--- src/rtl/rptr_ctrl_fwft.sv ---
// Read-domain pointer controller for the dual-clock FIFO: binary/Gray read pointer,
// RAM read strobe/address, registered status flags, and standard or FWFT presentation.
module rptr_ctrl_fwft #(
    parameter int ASIZE     = 3,
    parameter int AE_THRESH = 1,
    parameter bit FWFT      = 1'b0
) (
    input  logic             rdclk,
    input  logic             in_resetn,
    input  logic             in_rd_en,
    input  logic [ASIZE:0]   sync_wptr_gray,
    output logic [ASIZE:0]   rptr_gray,
    output logic [ASIZE-1:0] rptr_binary_addr,
    output logic             ram_rd_en,
    output logic             out_valid,
    output logic             out_empty,
    output logic             out_almost_empty,
    output logic [ASIZE:0]   rd_count,
    output logic             out_underflow
);

    localparam int PW = ASIZE + 1;
    localparam logic [PW-1:0] AE_LIM = AE_THRESH[PW-1:0];

    function automatic logic [PW-1:0] bin2gray(input logic [PW-1:0] b);
        return b ^ (b >> 1);
    endfunction

    function automatic logic [PW-1:0] gray2bin(input logic [PW-1:0] g);
        logic [PW-1:0] b;
        b[PW-1] = g[PW-1];
        for (int i = PW - 2; i >= 0; i--) begin
            b[i] = b[i+1] ^ g[i];
        end
        return b;
    endfunction

    logic [PW-1:0] rptr_bin_r;
    logic [PW-1:0] rptr_gray_r;
    logic          mem_empty_r;
    logic          out_valid_r;
    logic          out_empty_r;
    logic          out_ae_r;
    logic [PW-1:0] rd_count_r;
    logic          out_underflow_r;

    logic          ram_rd_en_s;
    logic [PW-1:0] rptr_bin_nxt_s;
    logic [PW-1:0] rptr_gray_nxt_s;
    logic          mem_empty_nxt_s;
    logic [PW-1:0] count_nxt_s;
    logic          out_valid_nxt_s;
    logic          out_empty_nxt_s;
    logic          underflow_nxt_s;

    // Read strobe, next pointer, and next flag values for the selected read mode
    always_comb begin
        ram_rd_en_s     = 1'b0;
        out_valid_nxt_s = 1'b0;
        out_empty_nxt_s = 1'b1;
        underflow_nxt_s = 1'b0;
        if (FWFT) begin
            // Prefetch into an idle output register, or refill as the consumer takes the word
            ram_rd_en_s = ~mem_empty_r & (~out_valid_r | in_rd_en);
        end else begin
            ram_rd_en_s = in_rd_en & ~mem_empty_r;
        end
        rptr_bin_nxt_s  = rptr_bin_r + {{ASIZE{1'b0}}, ram_rd_en_s};
        rptr_gray_nxt_s = bin2gray(rptr_bin_nxt_s);
        mem_empty_nxt_s = (rptr_gray_nxt_s == sync_wptr_gray);
        count_nxt_s     = gray2bin(sync_wptr_gray) - rptr_bin_nxt_s;
        if (FWFT) begin
            if (ram_rd_en_s) begin
                out_valid_nxt_s = 1'b1;
            end else if (in_rd_en) begin
                out_valid_nxt_s = 1'b0;
            end else begin
                out_valid_nxt_s = out_valid_r;
            end
            out_empty_nxt_s = ~out_valid_nxt_s;
            underflow_nxt_s = in_rd_en & ~out_valid_r;
        end else begin
            out_valid_nxt_s = ram_rd_en_s;
            out_empty_nxt_s = mem_empty_nxt_s;
            underflow_nxt_s = in_rd_en & mem_empty_r;
        end
    end

    // Pointer and status registers
    always_ff @(posedge rdclk or negedge in_resetn) begin
        if (!in_resetn) begin
            rptr_bin_r      <= {PW{1'b0}};
            rptr_gray_r     <= {PW{1'b0}};
            mem_empty_r     <= 1'b1;
            out_valid_r     <= 1'b0;
            out_empty_r     <= 1'b1;
            out_ae_r        <= 1'b1;
            rd_count_r      <= {PW{1'b0}};
            out_underflow_r <= 1'b0;
        end else begin
            rptr_bin_r      <= rptr_bin_nxt_s;
            rptr_gray_r     <= rptr_gray_nxt_s;
            mem_empty_r     <= mem_empty_nxt_s;
            out_valid_r     <= out_valid_nxt_s;
            out_empty_r     <= out_empty_nxt_s;
            out_ae_r        <= (count_nxt_s <= AE_LIM);
            rd_count_r      <= count_nxt_s;
            out_underflow_r <= underflow_nxt_s;
        end
    end

    assign rptr_gray        = rptr_gray_r;
    assign rptr_binary_addr = rptr_bin_r[ASIZE-1:0];
    assign ram_rd_en        = ram_rd_en_s;
    assign out_valid        = out_valid_r;
    assign out_empty        = out_empty_r;
    assign out_almost_empty = out_ae_r;
    assign rd_count         = rd_count_r;
    assign out_underflow    = out_underflow_r;

endmodule

--- config.mk ---
export PLATFORM = sky130hd
export DESIGN_NAME = rptr_ctrl_fwft
export DESIGN_NICKNAME = d
export VERILOG_FILES = /design/src/rtl/rptr_ctrl_fwft.sv
export SDC_FILE = /design/constraint.sdc
export NUM_CORES = 1
export LEC_CHECK = 0
export CAP_MARGIN = 10
export CORE_MARGIN = 1.5
export CORE_UTILIZATION = 45
export CTS_BUF_LIST = sky130_fd_sc_hd__clkbuf_4
export CTS_CLUSTER_SIZE = 30
export DETAILED_ROUTE_END_ITERATION = 10
export HOLD_SLACK_MARGIN = 0.1
export PLACE_DENSITY = 0.81
export RECOVER_POWER = 25
export REMOVE_ABC_BUFFERS = 1
export SLEW_MARGIN = 40
export SYNTH_ARGS = -nofsm -noshare
export SYNTH_HDL_FRONTEND = slang
export SYNTH_SLANG_ARGS = --single-unit
--- constraint.sdc ---
create_clock -name rdclk -period 3.2 [get_ports rdclk]
set_input_delay 0.64 -clock rdclk [delete_from_list [all_inputs] [get_ports rdclk]]
set_output_delay 0.64 -clock rdclk [all_outputs]
set_load 0.03 [all_outputs]
==> flow_metrics.py <==
metrics = {
    "status": {
        "status": "complete, no violations",
    },
    "timing": {
        "timing_worst_slew_pin_value_ps": 665,
        "skew_ps": 4.91,
        "hold_viol": 0,
        "tns_ps": 0,
        "period_needed_ps": 2930,
        "slew_violations": 0,
        "finalSetupViolCount": 0,
        "slew_headroom": 0.555,
        "finalCritPeriodShare": 0.915,
        "fmax_mhz": 342,
        "whs_ps": 552,
        "rsz0062_at_grt": "no",
    },
    "place": {
        "routabilityCongestion": 0.710,
        "io_buffers": 22,
        "hpwl_um": 948,
    },
    "floorplanning": {
        "initial_core_util": 0.482,
        "die-area_sq_mm": 0.00188,
        "die_w_um": 43.4,
        "fp.dieH_um": 43.4,
        "rows": 14,
        "core_area_sq_mm": 0.00152,
        "ioPinCount": 23,
    },
    "logic_synthesis": {
        "synth_cell_type_count": 19,
        "ys_seq_area_frac": 0.514,
        "yosys_warnings": 0,
        "ys_ff_latch": 15,
        "synth_cells": 54,
        "synth_area_sq_um": 734,
        "syn_avg_cell_area_sq_um": 13.6,
    },
    "routing": {
        "first_iter_violations": 2,
        "antenna_left": 0,
        "dr_total_vias": 466,
        "wl_mm": 1.18,
        "wl_per_cell_um": 12.2,
        "via_per_inst": 4.80,
        "drt_pass1_iterations": 2,
        "drc": 0,
    },
    "global_route": {
        "grt_pass1_wl_mm": 2.01,
        "grt_max_degree": 16,
        "globalRouteOverflowTotal": 0,
        "grt_pass1_vias": 464,
        "track_usage": 0.146,
        "antenna_found_initial": 0,
    },
    "clocking": {
        "cts_tree": "built",
        "htreeDepth": 1,
        "cts_resized": 0,
        "cts-root-buf": "clkbuf_4",
        "clock_path_buffers": 2,
        "post-cts-setup-buffers": 0,
        "numClockSinks": 15,
        "holdBufCountCts": 0,
        "cts_buffers": 3,
        "clkTransAtPathRegs_ps": 80,
        "clk_latency_ps": 280,
    },
    "worst_setup_path": {
        "crit_arrival_ps": 3140,
        "cp-end-kind": "register",
        "r2r_cells": 10,
        "rrSetupSlack_ps": 670,
        "cp-start-kind": "primary input",
        "r2r_end": "out_almost_empty$_DFF_PN1_",
        "criticalPathCategory": "in -> reg",
        "r2r-start": "out_empty$_DFF_PN1_",
        "critical_path_required_ps": 3410,
        "cp_max_fo": 3,
    },
    "cells_and_area": {
        "final_nets": 94,
        "drive_above_1_share": 0.148,
        "area_delta_synth_final_pct": 38.3,
        "fillers": 118,
        "diodes": 0,
    },
    "min_path": {
        "hold_class": "reg -> reg",
        "hold_path_depth": 1,
        "min_from": "rptr_bin_r[3]$_DFF_PN0_",
        "worstHoldEndpoint": "rptr_bin_r[3]$_DFF_PN0_",
    },
    "flow_run": {
        "maxCapViolCount": 0,
    },
}
==> Yosys cell counts, drive strengths merged <==
library cell / n / area, sq um
a211oi: 1 / 7.51
a21boi: 1 / 7.51
and2: 2 / 12.5
clkbuf: 1 / 3.75
dfrtp: 13 / 325
dfstp: 2 / 52.6
ha: 5 / 62.6
inv: 5 / 18.8
nand3: 2 / 10.0
nor2b: 1 / 6.26
nor3: 1 / 10.0
o21bai: 1 / 7.51
o311ai: 1 / 26.3
or3: 1 / 6.26
or3b: 1 / 8.76
xnor2: 5 / 43.8
xnor3: 2 / 46.3
xor2: 9 / 78.8
==> critical path, cell delays in order <==
cell	delay, ps
clkdlybuf4s50_1	460
nor2b_1	190
ha_1	230
ha_1	230
xor2_1	210
inv_1	70
ha_1	300
or3b_2	470
o311ai_4	100
xnor2_1	190
nor3_2	60
==> worst max-delay path by stage <==
stage,end,depth (start not counted),start
after floorplan,out_almost_empty$_DFF_PN1_,10,in_rd_en
after global placement,out_almost_empty$_DFF_PN1_,11,in_rd_en
after detailed placement,out_almost_empty$_DFF_PN1_,11,in_rd_en
after CTS,out_almost_empty$_DFF_PN1_,11,in_rd_en
after global routing,out_almost_empty$_DFF_PN1_,11,in_rd_en
final,out_almost_empty$_DFF_PN1_,11,in_rd_en
==> routing by layer <==
metal  global-route usage  vias to the layer above  wire length (um)  share of wire
li1                     -                      235                 -              -
met5                    0                        -                 0              0
met3               0.0250                        2                40          0.034
met2                0.227                       15               579           0.49
met1                0.205                      214               541           0.46
met4               0.0545                        0                18          0.015
==> per-stage QoR <==
stage	cell area [sq um]	instances	worst slack, ps	utilization
floorplan	731	53	32.8	-
global placement	986	93	53.2	0.647
detailed placement	986	93	-20.3	0.647
CTS	1020	97	267	0.667
global route	1020	97	152	0.667
finish	1020	97	272	0.667
==> cells in the final DEF (no fill, tap or decap), types with 2 or more instances in the layout <==
master,Yosys,routed
clkbuf_4,0,5
clkdlybuf4s50_1,0,21
dfrtp_1,13,13
dfstp_2,2,2
ha_1,5,5
inv_1,5,5
nand3_1,2,2
xnor2_1,5,5
xor2_1,9,9
==> cell families after synthesis <==
family / count (synthesis) / synth area share
AO/OA/AOI/OAI: 4 / 0.0665
XOR/XNOR: 16 / 0.230
adder cells (fa/ha/maj): 5 / 0.0852
buffers and inverters: 6 / 0.0307
flip-flops: 15 / 0.514
AND/OR/NAND/NOR: 8 / 0.0733
==> layout make-up <==
| type | instances | area (sq um) | area share |
|---|---|---|---|
| Sequential cell | 15 | 378 | 0.372 |
| Multi-Input combinational cell | 33 | 334 | 0.329 |
| Timing Repair Buffer | 24 | 235 | 0.232 |
| Clock buffer | 4 | 30.0 | 0.0296 |
| Tap cell | 16 | 20.0 | 0.0197 |
| Inverter | 5 | 18.8 | 0.0185 |
==> sequential cells by signal, indices dropped and copies added (netlist names) <==
signal	flops
out_underflow	1
out_valid	1
rptr_bin_r	4
rd_count	4
out_almost_empty	1
out_empty	1
rptr_gray	3
Power is left out: the tool's default activity adds up to more than one toggle a clock period on the data nets, which glitch-free logic cannot reach.
